--- config.mk ---
export PLATFORM = sky130hd
export DESIGN_NAME = mod_counter_seq_flat
export DESIGN_NICKNAME = d
export VERILOG_FILES = /design/src/rtl/mod_counter_seq_pkg.sv /design/src/rtl/mod_counter_seq_if.sv /design/src/rtl/mod_counter_seq_cnt.sv /design/src/rtl/mod_counter_seq.sv /design/src/flat_wrapper.sv
export SDC_FILE = /design/constraint.sdc
export NUM_CORES = 1
export LEC_CHECK = 0
export CAP_MARGIN = 20
export CORE_MARGIN = 2
export CORE_UTILIZATION = 56
export CTS_CLUSTER_DIAMETER = 150
export DETAILED_ROUTE_END_ITERATION = 16
export PLACE_DENSITY = 0.91
export SETUP_SLACK_MARGIN = 0.05
export SYNTH_ARGS = -nofsm -noshare
export SYNTH_HDL_FRONTEND = slang
export SYNTH_SLANG_ARGS = --single-unit
--- constraint.sdc ---
create_clock -name clk_i -period 4 [get_ports clk_i]
set_clock_uncertainty 0.05 [all_clocks]
set_input_delay 1.2 -clock clk_i [delete_from_list [all_inputs] [get_ports clk_i]]
set_output_delay 1.2 -clock clk_i [all_outputs]
set_load 0.01 [all_outputs]
--- src/rtl/mod_counter_seq_pkg.sv ---
// Shared types and constants for the mod-N counter sequencer.
package mod_counter_seq_pkg;

    typedef enum logic [1:0] {
        IDLE = 2'd0,
        RUN  = 2'd1,
        DONE = 2'd2
    } seq_state_t;

    localparam int MIN_MOD = 2;

endpackage

--- src/rtl/mod_counter_seq_if.sv ---
// Configuration handshake and status bundle of the mod-N counter sequencer.
interface mod_counter_seq_if #(
    parameter int CNT_W = 4,
    parameter int REP_W = 8
);
    logic             cfg_valid_i;
    logic             cfg_ready_o;
    logic [CNT_W-1:0] cfg_mod_i;
    logic [REP_W-1:0] cfg_reps_i;
    logic             abort_i;
    logic [CNT_W-1:0] q_o;
    logic             tick_o;
    logic             busy_o;
    logic             done_o;
    logic             err_o;

    modport slave (
        input  cfg_valid_i, cfg_mod_i, cfg_reps_i, abort_i,
        output cfg_ready_o, q_o, tick_o, busy_o, done_o, err_o
    );

    modport master (
        output cfg_valid_i, cfg_mod_i, cfg_reps_i, abort_i,
        input  cfg_ready_o, q_o, tick_o, busy_o, done_o, err_o
    );
endinterface

--- src/rtl/mod_counter_seq_cnt.sv ---
// Mod-N count register: clears on clr, otherwise counts 0..mod-1 while enabled.
module mod_n_counter #(
    parameter int CNT_W = 4
) (
    input  logic             clk_i,
    input  logic             rst_i,
    input  logic             en,
    input  logic             clr,
    input  logic [CNT_W-1:0] mod,
    output logic [CNT_W-1:0] q,
    output logic             tc
);
    logic [CNT_W-1:0] q_q;
    logic [CNT_W-1:0] q_d;

    assign tc = (q_q == mod - CNT_W'(1));
    assign q  = q_q;

    always_comb begin
        q_d = q_q;
        if (clr) begin
            q_d = '0;
        end else if (en) begin
            q_d = tc ? '0 : q_q + CNT_W'(1);
        end
    end

    always_ff @(posedge clk_i) begin
        if (rst_i) begin
            q_q <= '0;
        end else begin
            q_q <= q_d;
        end
    end
endmodule

--- src/rtl/mod_counter_seq.sv ---
// Sequencer that runs a mod-N counter for a configured number of wraps,
// ticking on every wrap and pulsing done on normal completion.
module mod_counter_seq
    import mod_counter_seq_pkg::*;
#(
    parameter int CNT_W = 4,
    parameter int REP_W = 8
) (
    input  logic clk_i,
    input  logic rst_i,
    mod_counter_seq_if.slave bus
);
    seq_state_t       state_q, state_d;
    logic [CNT_W-1:0] mod_q, mod_d;
    logic [REP_W-1:0] reps_q, reps_d;
    logic [REP_W-1:0] rem_q, rem_d;
    logic             err_q, err_d;

    logic             cnt_en;
    logic             cnt_clr;
    logic             cnt_tc;
    logic [CNT_W-1:0] cnt_q;
    logic             tick;
    logic             done;

    mod_n_counter #(.CNT_W(CNT_W)) u_cnt (
        .clk_i (clk_i),
        .rst_i (rst_i),
        .en    (cnt_en),
        .clr   (cnt_clr),
        .mod   (mod_q),
        .q     (cnt_q),
        .tc    (cnt_tc)
    );

    always_comb begin
        state_d = state_q;
        mod_d   = mod_q;
        reps_d  = reps_q;
        rem_d   = rem_q;
        err_d   = 1'b0;
        cnt_en  = 1'b0;
        cnt_clr = 1'b0;
        tick    = 1'b0;
        done    = 1'b0;

        unique case (state_q)
            IDLE: begin
                // abort has no meaning here, so a request is always honoured
                if (bus.cfg_valid_i) begin
                    if (bus.cfg_mod_i < CNT_W'(MIN_MOD)) begin
                        err_d = 1'b1;
                    end else begin
                        mod_d   = bus.cfg_mod_i;
                        reps_d  = bus.cfg_reps_i;
                        rem_d   = bus.cfg_reps_i;
                        cnt_clr = 1'b1;
                        state_d = RUN;
                    end
                end
            end
            RUN: begin
                if (bus.abort_i) begin
                    cnt_clr = 1'b1;
                    state_d = IDLE;
                end else begin
                    cnt_en = 1'b1;
                    if (cnt_tc) begin
                        tick = 1'b1;
                        // reps==0 runs forever; remaining count never underflows
                        if (reps_q != '0) begin
                            if (rem_q <= REP_W'(1)) begin
                                state_d = DONE;
                            end
                            if (rem_q != '0) begin
                                rem_d = rem_q - REP_W'(1);
                            end
                        end
                    end
                end
            end
            DONE: begin
                done    = 1'b1;
                state_d = IDLE;
            end
            default: begin
                state_d = IDLE;
            end
        endcase
    end

    always_ff @(posedge clk_i) begin
        if (rst_i) begin
            state_q <= IDLE;
            mod_q   <= '0;
            reps_q  <= '0;
            rem_q   <= '0;
            err_q   <= 1'b0;
        end else begin
            state_q <= state_d;
            mod_q   <= mod_d;
            reps_q  <= reps_d;
            rem_q   <= rem_d;
            err_q   <= err_d;
        end
    end

    assign bus.cfg_ready_o = (state_q == IDLE);
    assign bus.busy_o      = (state_q != IDLE);
    assign bus.q_o         = cnt_q;
    assign bus.tick_o      = tick;
    assign bus.done_o      = done;
    assign bus.err_o       = err_q;
endmodule

--- src/flat_wrapper.sv ---
// flat-port wrapper written by rule: the top's interface ports become plain ports
module mod_counter_seq_flat import mod_counter_seq_pkg::*;
#(
    parameter int CNT_W = 4,
    parameter int REP_W = 8
)
  (clk_i, rst_i, bus_cfg_valid_i, bus_cfg_mod_i, bus_cfg_reps_i, bus_abort_i, bus_cfg_ready_o, bus_q_o, bus_tick_o, bus_busy_o, bus_done_o, bus_err_o);
  mod_counter_seq_if #(.CNT_W(CNT_W), .REP_W(REP_W)) bus_i ();
  input  logic clk_i;
  input  logic rst_i;
  input wire logic [$bits(bus_i.cfg_valid_i)-1:0] bus_cfg_valid_i;
  input wire logic [$bits(bus_i.cfg_mod_i)-1:0] bus_cfg_mod_i;
  input wire logic [$bits(bus_i.cfg_reps_i)-1:0] bus_cfg_reps_i;
  input wire logic [$bits(bus_i.abort_i)-1:0] bus_abort_i;
  output wire logic [$bits(bus_i.cfg_ready_o)-1:0] bus_cfg_ready_o;
  output wire logic [$bits(bus_i.q_o)-1:0] bus_q_o;
  output wire logic [$bits(bus_i.tick_o)-1:0] bus_tick_o;
  output wire logic [$bits(bus_i.busy_o)-1:0] bus_busy_o;
  output wire logic [$bits(bus_i.done_o)-1:0] bus_done_o;
  output wire logic [$bits(bus_i.err_o)-1:0] bus_err_o;
  assign bus_i.cfg_valid_i = bus_cfg_valid_i;
  assign bus_i.cfg_mod_i = bus_cfg_mod_i;
  assign bus_i.cfg_reps_i = bus_cfg_reps_i;
  assign bus_i.abort_i = bus_abort_i;
  assign bus_cfg_ready_o = bus_i.cfg_ready_o;
  assign bus_q_o = bus_i.q_o;
  assign bus_tick_o = bus_i.tick_o;
  assign bus_busy_o = bus_i.busy_o;
  assign bus_done_o = bus_i.done_o;
  assign bus_err_o = bus_i.err_o;
  mod_counter_seq #(.CNT_W(CNT_W), .REP_W(REP_W)) u_core (.clk_i(clk_i), .rst_i(rst_i), .bus(bus_i));
endmodule
==> impl_metrics.env, run 1 <==
export IMPL_final_nets=220
export IMPL_grt_max_degree=26
export IMPL_synthFlopType="dfxtp_1"
export IMPL_gp_congestion=0.9121
export IMPL_power_density_nw_per_um2=325.8
export IMPL_status="finished clean"
export IMPL_switchingPower_uw=184.5
export IMPL_num_io_pins=25
export IMPL_tritoncts="yes"
export IMPL_clock_path_buffers=2
export IMPL_htree_levels=1
export IMPL_multi_input_area_um2=877.1
export IMPL_path_cells="inv_1, ha_1, xor3_1, nor3_4, nand2_1, nor3_1, clkdlybuf4s50_1"
export IMPL_clk_pin_slew_ns=0.15
export IMPL_synthArstFlopShare=0
export IMPL_hold_path_class="reg2reg"
export IMPL_setup_tns_ns=0
export IMPL_io_buffers=24
export IMPL_cp_num_buf_inv=2
export IMPL_ir_worst_vdd_mv=0.2447
export IMPL_postCtsHoldBufs=0
export IMPL_clk_latency_ns=0.33
export IMPL_antenna_found_initial=0
export IMPL_cp_end_kind="output port"
export IMPL_critPathMaxFanout=6
export IMPL_core_um2=2477
export IMPL_cp_slowest_cell="clkdlybuf4s50_1"
export IMPL_root_buffer="clkbuf_4"
export IMPL_die_h_um=55.17
export IMPL_syn_inst=176
export IMPL_via_per_inst=6.232
export IMPL_wl_per_cell_um=15.32
export IMPL_ys_seq_area_frac=0.3686
export IMPL_ys_ff_latch=27
export IMPL_initial_core_util=0.5919
export IMPL_cts_resized_gates=0
export IMPL_regArea_um2=540.5
export IMPL_track_usage=0.2473
export IMPL_setup_viol=0
export IMPL_antenna_left=0
export IMPL_drcViolationCount=0
export IMPL_leakage_uw=0.0006623
export IMPL_worstMarginPinSlew_ns=0.8492
export IMPL_synthDistinctLibCells=42
export IMPL_maxCapViolCount=0
export IMPL_hold_viol=0
export IMPL_period_share=0.9473
export IMPL_die_area_um2=3044
export IMPL_ys_warn_count=0
export IMPL_power_frac_comb=0.261
export IMPL_vias=1421
export IMPL_detailedRoute_firstIterationViolations=44
export IMPL_drive_gt1_frac=0.05556
export IMPL_syn_cell_area_um2=1466
export IMPL_clkSinkCount=27
export IMPL_fin_crit_ns=3.789
export IMPL_clkPwrFrac=0.214
export IMPL_grt_pass1_wl_um=5382
export IMPL_cpPeakStageDelay_ns=0.59
export IMPL_cts_buffers=3
export IMPL_die_w_um=55.17
export IMPL_finalInstanceArea_um2=1759
export IMPL_grt_overflow=0
export IMPL_crit_type="reg2out"
export IMPL_synth_edf_count=0
export IMPL_grt_pass1_vias=1246
export IMPL_num_antenna_cells=0
export IMPL_place_area_um2=1729
export IMPL_rows=18
export IMPL_maxSlewViolCount=0
export IMPL_switching_share=0.3219
export IMPL_p_seq_frac=0.525
export IMPL_rsz0062_at_grt="no"
export IMPL_drtPass1Iterations=4
export IMPL_synth_fp_nets=197
export IMPL_internal_power_uw=388.6
export IMPL_fmax_mhz=263.9
export IMPL_path_delay_family="simple AND/OR/NAND/NOR gates"
export IMPL_cp_start_kind="flop"
export IMPL_cp_required_ns=2.75
export IMPL_cts_setup_buffers=0
export IMPL_dp_hpwl_um=2606
export IMPL_num_fill_cells=207
export IMPL_slew_headroom=0.4321
export IMPL_routed_wl_um=3493
export IMPL_arrival_ns=2.54
export IMPL_avgSynthCellArea_um2=8.332
export IMPL_areaGrowthSynthToFinish_pct=19.97
-- layer usage --
layer | up-vias | track usage | part of all wire
li1 | 688 | - | -
met1 | 663 | 0.2926 | 0.40
met2 | 61 | 0.4623 | 0.51
met3 | 9 | 0.02688 | 0.074
met4 | 0 | 0.07724 | 0.016
met5 | - | 0 | 0
-- cells in the final DEF (no fill, tap or decap), drive strengths merged, types with 5 or more instances in the layout --
| cell | n |
|---|---|
| dfxtp | 27 |
| ha | 5 |
| clkdlybuf4s50 | 24 |
| nor3 | 6 |
| nand2 | 32 |
| nor2 | 12 |
| inv | 5 |
| a21oi | 17 |
-- sequential cells by signal (all words and copies together), names as in the netlist --
| name | flops |
|---|---|
| u_core.state_q | 2 |
| u_core.rem_q | 8 |
| u_core.u_cnt.q | 4 |
| u_core.bus.err_o | 1 |
| u_core.mod_q | 4 |
| u_core.reps_q | 8 |
-- area by class of cell --
type / count / share of cell area
clock inverters: 1 / 0.004267
repair buffers: 26 / 0.1451
multi-input cells: 136 / 0.4986
inverters: 5 / 0.01067
well taps: 30 / 0.02134
clock buffers: 3 / 0.01280
flip-flops and latches: 27 / 0.3073
-- worst register-to-register path, cell delays in order, from the launching register on --
cell	delay (ns)
dfxtp_1	0.42
inv_1	0.06
ha_1	0.19
xor3_1	0.22
nor3_4	0.35
nand4_4	0.25
or4_1	0.56
a31oi_1	0.17
-- power by group through the flow --
stage | clock network, uW | registers (uW) | logic, uW
6_report | 123 | 301 | 150
5_1_grt | 134 | 302 | 163
4_1_cts | 124 | 300 | 148
3_5_place_dp | 0 | 306 | 148
3_3_place_gp | 0 | 305 | 141
2_1_floorplan | 0 | 302 | 104
-- per-stage QoR --
stage                     total power, uW  hold WS (ns)  setup WS [ns]  utilization  instances
final                               573.1        0.4184         0.2110       0.7101        228
after global routing                600.2        0.4390        0.06026       0.7101        228
after CTS                           572.1        0.4169         0.1448       0.7101        228
after detailed placement            453.3        0.3975         0.2798       0.6980        224
after global placement              446.1        0.3970         0.3231       0.6980        224
after floorplan                     406.3        0.3860          1.051            -        176
-- final timing paths --
| kind | startpoint | to | slack (ns) | depth (start not counted) |
|---|---|---|---|---|
| setup reg to reg | u_core.mod_q[0] | u_core.rem_q[5] | 1.66 | 7 |
| hold / removal | u_core.reps_q[7] | u_core.reps_q[7] | 0.42 | 2 |
| hold reg to reg | u_core.reps_q[7] | u_core.reps_q[7] | 0.42 | 2 |
| setup / recovery | u_core.mod_q[0] | bus_tick_o | 0.21 | 7 |
-- cells in the mapped netlist, drive strengths merged (4+ instances only) --
cell | n | area share
nor2 | 12 | 0.031
a22oi | 4 | 0.020
nand3 | 4 | 0.014
o22ai | 4 | 0.017
inv | 5 | 0.013
clkbuf | 8 | 0.020
nand2 | 32 | 0.082
dfxtp | 27 | 0.37
nor3b | 4 | 0.020
a21oi | 17 | 0.058
nor3 | 6 | 0.028
ha | 5 | 0.043
nor4 | 4 | 0.017
-- kinds of logic (layout without fill, tap and decap cells) --
family,count (synthesis),count (layout),synth area share
XOR/XNOR,6,6,0.05888
buffers and inverters,13,35,0.03328
flip-flops,27,27,0.3686
AO/OA/AOI/OAI,45,45,0.2022
multiplexers,3,3,0.02048
adder cells (fa/ha/maj),5,5,0.04266
AND/OR/NAND/NOR,77,77,0.2739
Power figures use the tool's default switching activity.
==> inputs of run 2 (changes only) <==
- CTS_CLUSTER_SIZE: unset -> 40
==> results of run 2 <==
Final layout, timing and power as in run 1 (identical DEF).
==> inputs of run 3 (changes only) <==
- CORE_UTILIZATION: 56 -> 52
- PLACE_DENSITY: 0.91 -> 0.86
- clock period: 4 -> 3.7 ns (I/O delays scaled with it)
==> impl_metrics.env, run 3 (synthesis results as in run 1) <==
export IMPL_core_um2=2710
export IMPL_final_nets=221
export IMPL_status="finished clean"
export IMPL_met1_usage=0.2841
export IMPL_worstMarginPinSlew_ns=0.8657
export IMPL_cp_start_kind="flop"
export IMPL_vias=1410
export IMPL_io_buffers=24
export IMPL_maxSlewViolCount=0
export IMPL_htree_levels=1
export IMPL_hold_path_class="reg2reg"
export IMPL_routed_wl_um=3595
export IMPL_clkSinkCount=27
export IMPL_rows=19
export IMPL_clock_path_buffers=2
export IMPL_root_buffer="clkbuf_4"
export IMPL_cts_buffers=3
export IMPL_path_delay_family="simple AND/OR/NAND/NOR gates"
export IMPL_total_power_uw=626.1
export IMPL_cpPeakStageDelay_ns=0.42
export IMPL_die_area_um2=3261
export IMPL_grt_max_degree=26
export IMPL_antenna_left=0
export IMPL_fmax_mhz=300.2
export IMPL_slew_headroom=0.4211
export IMPL_clk_pin_slew_ns=0.16
export IMPL_hold_viol=0
export IMPL_ir_worst_vdd_mv=0.4281
export IMPL_cp_required_ns=2.54
export IMPL_crit_type="reg2out"
export IMPL_grt_overflow=0
export IMPL_tritoncts="yes"
export IMPL_gp_congestion=0.9090
export IMPL_drcViolationCount=0
export IMPL_min_from="u_core.reps_q[1]"
export IMPL_track_usage=0.2323
export IMPL_drive_gt1_frac=0.06030
export IMPL_num_io_pins=25
export IMPL_dp_hpwl_um=2639
export IMPL_rsz0062_at_grt="no"
export IMPL_setup_tns_ns=0
export IMPL_drtPass1Iterations=4
export IMPL_mostFrequentLayoutCells="nand2_1 (32), dfxtp_1 (27), clkdlybuf4s50_1 (23), a21oi_1 (17), nor2_1 (12)"
export IMPL_period_share=0.9004
export IMPL_clk_latency_ns=0.35
export IMPL_grt_pass1_wl_um=5844
export IMPL_power_density_nw_per_um2=354.4
export IMPL_arrival_ns=2.17
export IMPL_use_met3=0.06122
export IMPL_areaGrowthSynthToFinish_pct=20.48
export IMPL_cp_end_kind="output port"
export IMPL_startpoint="u_core.mod_q[0]"
export IMPL_critPathMaxFanout=4
export IMPL_via_per_inst=6.130
export IMPL_r2r_start="u_core.mod_q[0]"
export IMPL_layout_cells_most_common="nand2_1"
export IMPL_cp_num_buf_inv=2
export IMPL_busiest_layer="met2"
export IMPL_dpl_cell_count=226
export IMPL_maxCapViolCount=0
export IMPL_final_util=0.6519
export IMPL_setup_viol=0
export IMPL_fin_crit_ns=3.331
export IMPL_finalNonFillerCells=230
export IMPL_antenna_found_initial=0
export IMPL_num_antenna_cells=0
export IMPL_wl_per_cell_um=15.63
export IMPL_reg_top3="u_core.rem_q x8, u_core.reps_q x8"
export IMPL_leakage_uw=0.0006729
export IMPL_initial_core_util=0.5411
export IMPL_use_met2=0.3908
export IMPL_detailedRoute_firstIterationViolations=60
export IMPL_path_cells="inv_1, ha_1, xnor2_1, nor3_4, nand2_1, nor3_1, dlygate4sd2_1"
export IMPL_cp_slowest_cell="dfxtp_1"
export IMPL_die_w_um=57.11
export IMPL_die_h_um=57.11
export IMPL_grt_pass1_vias=1302
run 3: cell types whose count changed in the layout (fill, tap and decap cells not counted), sizes merged:
| cell | change |
|---|---|
| buf | +1 |
| clkdlybuf4s50 | -1 |
| dlygate4sd2 | +1 |
run 3: layer usage:
metal,vias to the layer above,part of all wire,wire length (um)
met2,45,0.49,1754
met4,0,0.017,61
met1,671,0.43,1537
li1,688,-,-
met5,-,0,0
met3,6,0.067,240
run 3: repair_timing:
action / in CTS / in global routing
gates resized for setup: 1 / 0
setup endpoints to repair: 1 / 0
hold endpoints to repair: 0 / 0
hold buffers: 0 / 0
buffers inserted: 0 / 0
run 3: path summary, 6_finish.rpt:
kind | depth (start not counted) | slack, ns | end
setup / recovery | 7 | 0.37 | bus_tick_o
hold / removal | 2 | 0.42 | u_core.reps_q[1]
setup reg to reg | 8 | 1.34 | u_core.rem_q[5]
hold reg to reg | 2 | 0.42 | u_core.reps_q[1]
run 3: through the flow:
stage	instance area, um^2	worst slack (ns)	hold slack (ns)
finish	1767	0.3687	0.4241
global route	1767	0.2173	0.4401
CTS	1767	0.3353	0.4208
detailed placement	1738	0.1374	0.4012
global placement	1738	0.2238	0.3938
floorplan	1466	0.9312	0.3860
run 3: layout make-up:
class | count | area (um^2)
tap | 31 | 38.79
clock buffer | 3 | 22.52
inverter | 5 | 18.77
sequential | 27 | 540.5
clock inverter | 1 | 7.507
multi-input combinational | 136 | 877.1
timing repair buffer | 27 | 261.5
fill | 223 | 943.4
run 3: worst reg2reg max path, cell delays in order (launching register included):
cell	delay [ns]
dfxtp_1	0.42
inv_1	0.06
ha_1	0.30
xnor2_1	0.16
nor3_4	0.21
buf_4	0.17
nand4_4	0.19
or4_1	0.55
a31oi_1	0.17
run 3: where the power goes:
part | internal (uW) | switching [uW]
combinational | 71.1 | 91.8
sequential | 308 | 16.2
clock | 41.7 | 97.2
